### config.mk
export PLATFORM = sky130hd
export DESIGN_NAME = rsa_key_sched
export DESIGN_NICKNAME = d
export VERILOG_FILES = /design/src/rtl/rsa_pkg.sv /design/src/rtl/rsa_cycle_cnt.sv /design/src/rtl/rsa_key_sched.sv
export SDC_FILE = /design/constraint.sdc
export NUM_CORES = 1
export LEC_CHECK = 0
export BUFFER_PORTS_ARGS = -buffer_cell sky130_fd_sc_hd__buf_2
export CORE_MARGIN = 2
export CORE_UTILIZATION = 52
export CTS_CLUSTER_SIZE = 25
export DETAILED_ROUTE_END_ITERATION = 10
export GPL_TIMING_DRIVEN = 1
export PLACE_DENSITY = 0.77
export SYNTH_ARGS = -nofsm -noshare
export SYNTH_HDL_FRONTEND = slang
export SYNTH_SLANG_ARGS = --single-unit
### constraint.sdc
create_clock -name clk -period 6.54 [get_ports clk]
set_clock_uncertainty 0.1 [all_clocks]
set_input_delay 0.981 -clock clk [delete_from_list [all_inputs] [get_ports clk]]
set_output_delay 0.981 -clock clk [all_outputs]
set_load 0.02 [all_outputs]
### src/rtl/rsa_pkg.sv
// Shared widths, FSM state encoding, error codes and key payload for the RSA key scheduler.
package rsa_pkg;

    localparam int unsigned KEY_W   = 12;
    localparam int unsigned PRIME_W = 6;
    localparam int unsigned ERR_W   = 2;

    typedef enum logic [2:0] {
        ST_IDLE   = 3'd0,
        ST_CALC   = 3'd1,
        ST_LOAD   = 3'd2,
        ST_SETTLE = 3'd3,
        ST_WAIT   = 3'd4,
        ST_DONE   = 3'd5,
        ST_ERR    = 3'd6
    } state_e;

    localparam logic [ERR_W-1:0] ERR_NONE    = 2'd0;
    localparam logic [ERR_W-1:0] ERR_OPERAND = 2'd1;
    localparam logic [ERR_W-1:0] ERR_TIMEOUT = 2'd2;

    // Captured key set presented to the consumer
    typedef struct packed {
        logic [KEY_W-1:0] n;
        logic [KEY_W-1:0] e;
        logic [KEY_W-1:0] d;
    } key_set_t;

    // Operand sanity: distinct primes >= 2 and 2 <= e < totient
    function automatic logic operands_bad(input logic [PRIME_W-1:0] p,
                                          input logic [PRIME_W-1:0] q,
                                          input logic [KEY_W-1:0]   e,
                                          input logic [KEY_W-1:0]   tot);
        return (p < PRIME_W'(2)) || (q < PRIME_W'(2)) || (p == q) ||
               (e < KEY_W'(2))   || (e >= tot);
    endfunction

endpackage

### src/rtl/rsa_cycle_cnt.sv
// Cycle counter shared by the SETTLE and WAIT phases: clear, enable, terminal-count compare.
module rsa_cycle_cnt #(
    parameter int unsigned CNT_W = 4
) (
    input  logic             clk,
    input  logic             rst_n,
    input  logic             clr_i,
    input  logic             en_i,
    input  logic [CNT_W-1:0] term_i,
    output logic             tc_c_o
);

    logic [CNT_W-1:0] cnt_q;
    logic [CNT_W-1:0] cnt_d;

    // Next count: clear wins over enable
    always_comb begin
        cnt_d = cnt_q;
        if (clr_i) begin
            cnt_d = '0;
        end else if (en_i) begin
            cnt_d = cnt_q + CNT_W'(1);
        end
    end

    // Count register with synchronous active-low reset
    always_ff @(posedge clk) begin
        if (!rst_n) begin
            cnt_q <= '0;
        end else begin
            cnt_q <= cnt_d;
        end
    end

    assign tc_c_o = (cnt_q == term_i);

endmodule

### src/rtl/rsa_key_sched.sv
// RSA key scheduler: derives n and totient from two primes, feeds an external
// private-key generator, waits for its result and hands out the key set.
// Optional feature macro: RSA_KEYSCHED_TIMEOUT_EN (abort WAIT after TIMEOUT_CYC cycles).
module rsa_key_sched
    import rsa_pkg::*;
#(
    parameter int unsigned SETTLE_CYC  = 2,
    parameter int unsigned TIMEOUT_CYC = 4095
) (
    input  logic               clk,
    input  logic               rst_n,
    input  logic               start,
    input  logic [PRIME_W-1:0] p,
    input  logic [PRIME_W-1:0] q,
    input  logic [KEY_W-1:0]   e_in,
    output logic [KEY_W-1:0]   kg_e,
    output logic [KEY_W-1:0]   kg_totient,
    input  logic [KEY_W-1:0]   kg_d,
    input  logic               kg_flag,
    output logic [KEY_W-1:0]   n_out,
    output logic [KEY_W-1:0]   e_out,
    output logic [KEY_W-1:0]   d_out,
    output logic               key_valid,
    input  logic               key_ack,
    output logic               busy,
    output logic               err,
    output logic [ERR_W-1:0]   err_code
);

    localparam int unsigned SETTLE_TC = (SETTLE_CYC > 0) ? SETTLE_CYC - 1 : 0;
`ifdef RSA_KEYSCHED_TIMEOUT_EN
    localparam int unsigned TIMEOUT_TC = (TIMEOUT_CYC > 0) ? TIMEOUT_CYC - 1 : 0;
    localparam int unsigned CNT_MAX    = (SETTLE_TC > TIMEOUT_TC) ? SETTLE_TC : TIMEOUT_TC;
`else
    localparam int unsigned CNT_MAX    = SETTLE_TC;
    // TIMEOUT_CYC has no effect when the timeout is compiled out
    if (TIMEOUT_CYC == 0) begin : g_timeout_unused
    end
`endif
    localparam int unsigned CNT_W = (CNT_MAX < 1) ? 1 : $clog2(CNT_MAX + 1);

    state_e state_q;
    state_e state_d;

    logic [PRIME_W-1:0] p_q;
    logic [PRIME_W-1:0] q_q;
    logic [KEY_W-1:0]   e_q;
    logic [KEY_W-1:0]   n_q;
    logic [KEY_W-1:0]   kg_e_q;
    logic [KEY_W-1:0]   kg_tot_q;
    key_set_t           key_q;
    logic               key_valid_q;
    logic               busy_q;
    logic               err_q;
    logic [ERR_W-1:0]   err_code_q;

    logic [KEY_W-1:0]   n_c;
    logic [KEY_W-1:0]   tot_c;
    logic               bad_c;

    logic               accept_c;
    logic               load_c;
    logic               capture_c;
    logic               cnt_clr_c;
    logic               cnt_en_c;
    logic [CNT_W-1:0]   cnt_term_c;
    logic               cnt_tc_c;
    logic               key_valid_d;
    logic               busy_d;
    logic               err_d;
    logic [ERR_W-1:0]   err_code_d;

    // Products of the registered primes, evaluated while in CALC
    always_comb begin
        n_c   = KEY_W'(p_q) * KEY_W'(q_q);
        tot_c = KEY_W'(p_q - PRIME_W'(1)) * KEY_W'(q_q - PRIME_W'(1));
        bad_c = operands_bad(p_q, q_q, e_q, tot_c);
    end

    // Shared SETTLE/WAIT cycle counter
    rsa_cycle_cnt #(
        .CNT_W (CNT_W)
    ) u_cnt (
        .clk    (clk),
        .rst_n  (rst_n),
        .clr_i  (cnt_clr_c),
        .en_i   (cnt_en_c),
        .term_i (cnt_term_c),
        .tc_c_o (cnt_tc_c)
    );

    // FSM state register
    always_ff @(posedge clk) begin
        if (!rst_n) begin
            state_q <= ST_IDLE;
        end else begin
            state_q <= state_d;
        end
    end

    // FSM next-state logic
    always_comb begin
        state_d = state_q;
        unique case (state_q)
            ST_IDLE:   if (start) state_d = ST_CALC;
            ST_CALC:   state_d = bad_c ? ST_ERR : ST_LOAD;
            ST_LOAD:   state_d = (SETTLE_CYC == 0) ? ST_WAIT : ST_SETTLE;
            ST_SETTLE: if (cnt_tc_c) state_d = ST_WAIT;
            ST_WAIT: begin
                if (kg_flag) begin
                    state_d = ST_DONE;
                end
`ifdef RSA_KEYSCHED_TIMEOUT_EN
                else if (cnt_tc_c) begin
                    state_d = ST_ERR;
                end
`endif
            end
            ST_DONE:   if (key_ack) state_d = ST_IDLE;
            ST_ERR:    state_d = ST_IDLE;
            default:   state_d = ST_IDLE;
        endcase
    end

    // FSM output decode: datapath strobes, counter control and next register values
    always_comb begin
        accept_c   = 1'b0;
        load_c     = 1'b0;
        capture_c  = 1'b0;
        cnt_clr_c  = 1'b0;
        cnt_en_c   = 1'b0;
        cnt_term_c = CNT_W'(SETTLE_TC);
        err_code_d = err_code_q;
        unique case (state_q)
            ST_IDLE: begin
                if (start) begin
                    accept_c   = 1'b1;
                    err_code_d = ERR_NONE;
                end
            end
            ST_CALC: begin
                if (bad_c) begin
                    err_code_d = ERR_OPERAND;
                end else begin
                    load_c = 1'b1;
                end
            end
            ST_LOAD: cnt_clr_c = 1'b1;
            ST_SETTLE: begin
                cnt_en_c = 1'b1;
                // restart the count so WAIT timing begins at zero
                if (cnt_tc_c) cnt_clr_c = 1'b1;
            end
            ST_WAIT: begin
                if (kg_flag) capture_c = 1'b1;
`ifdef RSA_KEYSCHED_TIMEOUT_EN
                cnt_en_c   = 1'b1;
                cnt_term_c = CNT_W'(TIMEOUT_TC);
                if (!kg_flag && cnt_tc_c) err_code_d = ERR_TIMEOUT;
`endif
            end
            default: ;
        endcase
        busy_d      = (state_d != ST_IDLE);
        key_valid_d = (state_d == ST_DONE);
        err_d       = (state_d == ST_ERR);
    end

    // Operand capture, keygen operand drive, key capture and status flags
    always_ff @(posedge clk) begin
        if (!rst_n) begin
            p_q         <= '0;
            q_q         <= '0;
            e_q         <= '0;
            n_q         <= '0;
            kg_e_q      <= '0;
            kg_tot_q    <= '0;
            key_q       <= '0;
            key_valid_q <= 1'b0;
            busy_q      <= 1'b0;
            err_q       <= 1'b0;
            err_code_q  <= ERR_NONE;
        end else begin
            if (accept_c) begin
                p_q <= p;
                q_q <= q;
                e_q <= e_in;
            end
            if (load_c) begin
                n_q      <= n_c;
                kg_e_q   <= e_q;
                kg_tot_q <= tot_c;
            end
            if (capture_c) begin
                key_q.n <= n_q;
                key_q.e <= e_q;
                key_q.d <= kg_d;
            end
            key_valid_q <= key_valid_d;
            busy_q      <= busy_d;
            err_q       <= err_d;
            err_code_q  <= err_code_d;
        end
    end

    assign kg_e       = kg_e_q;
    assign kg_totient = kg_tot_q;
    assign n_out      = key_q.n;
    assign e_out      = key_q.e;
    assign d_out      = key_q.d;
    assign key_valid  = key_valid_q;
    assign busy       = busy_q;
    assign err        = err_q;
    assign err_code   = err_code_q;

endmodule

== After elaboration in Yosys (flattened, before gate mapping) ==
Index checks and enable logic that the tools add are counted.
Storage, ports and cells
  register bits after elaboration: 105
  input bits: 41
  output and inout bits: 65
  word-level logic and storage cells: 62
Operators by class
  add/sub/neg operators: 3
  multipliers: 2
  order comparisons: 4
  eq/ne operators: 10
  muxes and demuxes: 18
  bitwise operators: 1
  reductions and logical operators: 9
Operators by type and width (number)
  3-bit case mux with 6 select lines: 1
  3-bit two-way mux: 5
  6-bit by 1-bit subtractor with 7-bit output (second input constant): 2
  3-bit == test (second input constant): 4
  12-bit >= comparator: 1
  12-bit by 2-bit < comparator with 1-bit output (second input constant): 1
  6-bit by 2-bit < comparator with 1-bit output (second input constant): 2
  6-bit by 6-bit multiplier with 12-bit output: 1
  7-bit by 7-bit multiplier with 12-bit output: 1
  1-bit two-way mux: 8
  3-bit by 2-bit == test with 1-bit output (second input constant): 2
  6-bit == test: 1
  1-bit logical OR: 4
  2-bit two-way mux: 2
  2-bit != test (second input constant): 2
  2-bit case mux with 2 select lines: 1
  3-bit by 1-bit == test with 1-bit output (second input constant): 1
  3-bit logical NOT: 1
  3-bit AND reduction: 1
  3-bit nonzero test: 1
  1-bit case mux with 2 select lines: 1
  2-bit nonzero test: 1
  2-bit OR reduction: 1
  1-bit adder (second input constant): 1
  1-bit NOT: 1

== Logic depth before layout (Yosys ltp) ==
  depth in word-level cells: 8
  gate-level depth with buffers: 28
  depth with buffers taken out: 26

== Cells and area by module ==
A second synthesis with hierarchy kept.
Second synthesis, totals
  cell total of the unflattened synthesis: 811
  area, all modules: 7155.6 um^2
Modules (own cells, without submodules)
  rsa_key_sched: instances 1, cells each 807, area each 7105.6 um^2, seq. area each 2062.0 um^2
  rsa_cycle_cnt: instances 1, cells each 4, area each 50.0 um^2, seq. area each 20.0 um^2

== Worst setup path before layout ==
OpenSTA, ideal clock, no wires.
  path kind: register to register
  start: register p_q[0]
  end: register kg_e_q[0] (netlist: kg_e[0])
  setup time: 128 ps
  data arrival time: 6505 ps
  data required time: 6312 ps
  slack: -193 ps
  cell stages (with the launch flop): 26
  buffers on the path: 2
  clock period less this slack: 6733 ps
  cells stage by stage: dfxtp_1 -> clkbuf_1 -> inv_1 -> ha_1 -> xnor2_1 -> or2_2 -> fa_1 -> fa_1 -> inv_1 -> fa_1 -> inv_1 -> fa_1 -> inv_1 -> ha_1 -> a21oi_1 -> o21bai_1 -> a21oi_1 -> a21oi_1 -> xnor3_1 -> ha_1 -> nand4_1 -> or2_2 -> o2111ai_1 -> buf_2 -> mux2i_1 -> nor2_1
Between the ends
  longest elaborated chain between the ends: 7
  elaborated cells between the ends (all ways): 11
  classes of those cells: 1 x add/sub; 1 x mul; 2 x order compare; 1 x eq/ne; 2 x mux; 4 x reduce/logical
RTL lines
  start: declaration: RTL line rsa_key_sched.sv:45  | logic [PRIME_W-1:0] p_q;
  start signal: assignment: RTL line rsa_key_sched.sv:185  | p_q <= p;
  branches (longest 4 deep; another with 7-bit by 7-bit multiplier with 12-bit output)
  1-bit logical OR (*): RTL line rsa_pkg.sv:35  | (e < KEY_W'(2)) || (e >= tot);
  1-bit two-way mux (*): RTL line rsa_key_sched.sv:142  | if (bad_c) begin
  1-bit two-way mux (*): RTL line rsa_key_sched.sv:134  | unique case (state_q)
  end signal: assignment: RTL line rsa_key_sched.sv:191  | kg_e_q <= e_q;
  end: declaration: RTL line rsa_key_sched.sv:49  | logic [KEY_W-1:0] kg_e_q;
Every way passes the cells marked *.
A chain may end at the register's enable or synchronous reset.

== Worst setup path after layout ==
  start: register p_q[4]
  end: register kg_tot_q[5] (netlist: kg_totient[5])
Between the ends
  longest elaborated chain between the ends: 7
  elaborated cells between the ends (all ways): 11
  classes of those cells: 1 x add/sub; 1 x mul; 2 x order compare; 1 x eq/ne; 2 x mux; 4 x reduce/logical
RTL lines
  branches (longest 7 deep; another with 7-bit by 7-bit multiplier with 12-bit output)
  end signal: assignment: RTL line rsa_key_sched.sv:192  | kg_tot_q <= tot_c;
  end: declaration: RTL line rsa_key_sched.sv:50  | logic [KEY_W-1:0] kg_tot_q;
Parallel ways; which one is timed is not known.

==> metrics.txt <==
# TYPE chip_impl_metric gauge
chip_impl_metric{name="sum_of_net_half_perimeters_after_detailed_placement",unit="um"} 11850
chip_impl_info{name="clock-root-buffer",value="sky130_fd_sc_hd__clkbuf_16"} 1
chip_impl_metric{name="synth.ff_latch_count",unit=""} 104
chip_impl_metric{name="initial_antenna_violation_count",unit=""} 0
chip_impl_metric{name="floorplan.die.width",unit="um"} 118.7
chip_impl_metric{name="drtIter0Drc",unit=""} 460
chip_impl_metric{name="asyncSetResetFlopFracSynth",unit="%"} 0
chip_impl_metric{name="route.detailed.wl_per_inst",unit="um"} 15.53
chip_impl_metric{name="final_layout_size_suffix_gt1_share",unit="%"} 26.59
chip_impl_info{name="cts_tree",value="built"} 1
chip_impl_metric{name="design.core.area",unit="mm^2"} 0.01272
chip_impl_metric{name="crit_path_max_fanout",unit=""} 6
chip_impl_info{name="worst_setup_path_end_kind",value="flip-flop"} 1
chip_impl_metric{name="initial_core_utilization",unit="%"} 53.79
chip_impl_metric{name="synth_area_per_cell",unit="um^2"} 8.607
chip_impl_metric{name="vias_per_cell",unit=""} 5.201
chip_impl_metric{name="number_of_fillers_in_the_final_layout",unit=""} 1008
chip_impl_info{name="timing.rr.start",value="p_q[4]"} 1
chip_impl_info{name="critPathLaunchType",value="flip-flop"} 1
chip_impl_metric{name="reg2regPathDepth",unit=""} 28
chip_impl_metric{name="required_time_of_the_critical_path",unit="ps"} 6730
chip_impl_metric{name="cts.reportedPaths.clkPinSlew",unit="ps"} 80
chip_impl_metric{name="timing_max_transition_violations_final",unit=""} 0
chip_impl_info{name="run_status",value="finished, final reports clean"} 1
chip_impl_metric{name="antennaDiodeCount",unit=""} 0
chip_impl_metric{name="max-clock-path-buffers",unit=""} 2
chip_impl_metric{name="report.final.hold_viol_count",unit=""} 0
chip_impl_metric{name="rows",unit=""} 41
chip_impl_metric{name="timing.critical_path.depth",unit=""} 28
chip_impl_metric{name="numCtsBuffers",unit=""} 9
chip_impl_metric{name="pin_count",unit=""} 106
chip_impl_metric{name="layout-area-overhead-vs-synth",unit="%"} 24.72
chip_impl_metric{name="synth.distinct_cells",unit=""} 47
chip_impl_metric{name="h_tree_depth",unit=""} 3
chip_impl_info{name="worst_hold_startpoint",value="d_out[11]"} 1
chip_impl_metric{name="cap_viol_max_count",unit=""} 0
chip_impl_metric{name="place_area",unit="mm^2"} 0.007751
chip_impl_metric{name="vias",unit=""} 5726
chip_impl_info{name="synth_largest_area_cell",value="sky130_fd_sc_hd__dfxtp_1"} 1
chip_impl_metric{name="drt_pass1_iterations",unit=""} 5
chip_impl_metric{name="fmaxAchievable",unit="MHz"} 155.5
chip_impl_metric{name="post_synth_inst_count",unit=""} 795
chip_impl_metric{name="place_congestion",unit=""} 0.8727
chip_impl_metric{name="post_cts_hold_buffer_count",unit=""} 0
chip_impl_metric{name="routed_wl",unit="um"} 17090
chip_impl_metric{name="buffer_ports.inserted",unit=""} 104
chip_impl_metric{name="timing.critical_path.buf_inv",unit=""} 8
chip_impl_metric{name="cell_area_after_technology_mapping",unit="mm^2"} 0.006843
chip_impl_metric{name="period_needed",unit="ps"} 6432
chip_impl_metric{name="pin_count_of_the_biggest_net_entering_global_routing",unit=""} 101
chip_impl_metric{name="ys_warn_count",unit=""} 0
chip_impl_metric{name="max_slew.worst_pin.slew",unit="ps"} 1059
chip_impl_metric{name="die-height",unit="um"} 118.7
chip_impl_metric{name="postSynthNetCount",unit=""} 951
chip_impl_metric{name="dieArea",unit="mm^2"} 0.01409
chip_impl_metric{name="numClockSinks",unit=""} 104
chip_impl_metric{name="gr-total-overflow",unit=""} 0
chip_impl_metric{name="clk_latency",unit="ps"} 350
chip_impl_metric{name="cells_on_worst_hold_path",unit=""} 2
chip_impl_metric{name="drt.antenna.violating_nets",unit=""} 0
chip_impl_metric{name="final_nets",unit=""} 1080
chip_impl_info{name="area_contributors_post_synth",value="sky130_fd_sc_hd__dfxtp_1 30%, sky130_fd_sc_hd__fa_1 14%, sky130_fd_sc_hd__ha_1 12%"} 1
chip_impl_info{name="setup.worst_path.class",value="reg2reg"} 1
chip_impl_metric{name="netlist.area_leader.share",unit="%"} 30.43
chip_impl_metric{name="post_route_cell_area",unit="mm^2"} 0.008534
chip_impl_metric{name="yosysSeqAreaShare",unit="%"} 30.43
chip_impl_info{name="rsz0062_at_grt",value="true"} 1
chip_impl_metric{name="fin_util",unit="%"} 67.08
chip_impl_info{name="worst_path_most_repeated_cell",value="sky130_fd_sc_hd__fa_1"} 1
chip_impl_metric{name="first_global_vias",unit=""} 5490
chip_impl_metric{name="data_arrival_time_at_the_worst_slack_endpoint",unit="ps"} 6620
chip_impl_metric{name="critical_path.max_stage_delay",unit="ps"} 530
chip_impl_info{name="min_path_type",value="reg2reg"} 1
chip_impl_metric{name="setup_viol",unit=""} 0
chip_impl_metric{name="final_min_period_over_clock_period",unit="%"} 98.34
chip_impl_info{name="crit_path_start",value="p_q[4]"} 1
chip_impl_metric{name="timing.slew.headroom",unit="%"} 29.37
chip_impl_metric{name="grt_pass1_wl",unit="um"} 26670
chip_impl_info{name="synth_flop_cell",value="sky130_fd_sc_hd__dfxtp_1"} 1
chip_impl_info{name="critical_path.slowest_cell",value="sky130_fd_sc_hd__fa_1"} 1
chip_impl_metric{name="synth-edff-count",unit=""} 0
chip_impl_info{name="ys_top_cells_by_count",value="144 x sky130_fd_sc_hd__nand2_1, 104 x sky130_fd_sc_hd__dfxtp_1, 82 x sky130_fd_sc_hd__nor2_1"} 1
chip_impl_info{name="yosysMostFrequentCell",value="sky130_fd_sc_hd__nand2_1"} 1
chip_impl_info{name="cpLargestDelayFamily",value="adder cells"} 1
chip_impl_metric{name="gr-usage-all-layers",unit="%"} 23.31
chip_impl_metric{name="remaining_drc_errors",unit=""} 0
## worst reg2reg max path, delay by kind of cell (launching register included)
kind / cells / cell delay (ps)
AO/OA/AOI/OAI: 5 / 890
adder cells (fa/ha/maj): 6 / 2500
flip-flops: 1 / 320
AND/OR/NAND/NOR: 7 / 1270
buffers and inverters: 8 / 770
XOR/XNOR: 2 / 500
## layer usage
metal	vias up	share of wire (%)	wire length (um)	global-route usage [%]
li1	2816	-	-	-
met1	2731	44	7547	30.80
met2	159	49	8451	39.66
met3	20	4.8	820	3.958
met4	0	1.6	274	5.804
met5	-	0	0	0
## sequential cells by signal, summed over array words and instances, names as in the netlist
name	cells
busy	1
d_out	12
e_out	12
e_q	12
err	1
err_code	1
key_valid	1
kg_e	12
kg_totient	12
n_out	12
n_q	12
p_q	6
q_q	6
state_q	3
u_cnt.cnt_q	1
## kinds of logic (layout without fill, tap and decap cells)
kind of cell | Yosys count | after routing | synth area share (%)
compound gates | 104 | 104 | 8.649
xor+xnor | 30 | 30 | 4.151
fa+ha+maj | 115 | 115 | 26.40
buf+inv | 105 | 239 | 6.016
flops | 104 | 104 | 30.43
mux | 31 | 31 | 4.553
other cells | 1 | 1 | 0.05480
simple gates | 305 | 305 | 19.75
## stage by stage
stage	TNS (ps)	std cells	hold WS, ps	setup WS, ps
finish	0	1101	353.0	108.4
detailed placement	-2444	1071	344.4	-163.5
CTS	-9.484	1091	353.8	-9.484
floorplan	0	795	331.6	4.254
global placement	0	1071	338.9	58.31
global route	-2427	1101	367.9	-139.6
## timing repair
item	4_1_cts	5_1_grt
endpoints found under the setup margin	35	39
cloned	1	3
buffers inserted	3	7
pin swaps	4	44
gates resized for setup	13	56
## layout make-up
type	instances	area (um^2)	share of cell area (%)
sequential	104	2087	24.45
inverter	68	255.2	2.991
multi-input combinational	586	4658	54.58
timing repair buffer	155	1028	12.05
tap	172	215.2	2.522
clock inverter	6	51.30	0.6011
clock buffer	10	239.0	2.800
## worst paths after layout
kind	to	slack [ps]
max	kg_totient[5]	110
min reg2reg	d_out[11]	350
max reg2reg	kg_totient[5]	110
min	d_out[11]	350
## placed cells by master (no fill, tap or decap), types with 3 or more instances in the layout
cell type / n
sky130_fd_sc_hd__nor2b_1: 3
sky130_fd_sc_hd__nor2_2: 3
sky130_fd_sc_hd__inv_2: 10
sky130_fd_sc_hd__dfxtp_1: 102
sky130_fd_sc_hd__nor4_1: 4
sky130_fd_sc_hd__nor2_1: 79
sky130_fd_sc_hd__clkbuf_16: 12
sky130_fd_sc_hd__fa_1: 49
sky130_fd_sc_hd__buf_2: 104
sky130_fd_sc_hd__nor3_1: 6
sky130_fd_sc_hd__a21o_1: 8
sky130_fd_sc_hd__a21oi_2: 7
sky130_fd_sc_hd__and2_1: 26
sky130_fd_sc_hd__or2_4: 8
sky130_fd_sc_hd__xor2_1: 8
sky130_fd_sc_hd__buf_4: 42
sky130_fd_sc_hd__a21oi_1: 70
sky130_fd_sc_hd__ha_1: 58
sky130_fd_sc_hd__nand2_1: 143
sky130_fd_sc_hd__mux2i_1: 29
sky130_fd_sc_hd__inv_1: 58
sky130_fd_sc_hd__or2_2: 10
sky130_fd_sc_hd__and3_1: 5
sky130_fd_sc_hd__xnor2_1: 13
sky130_fd_sc_hd__xnor2_2: 6
sky130_fd_sc_hd__ha_4: 8
Power is left out: the tool's default activity adds up to more than one toggle a clock period on the data nets, which glitch-free logic cannot reach.
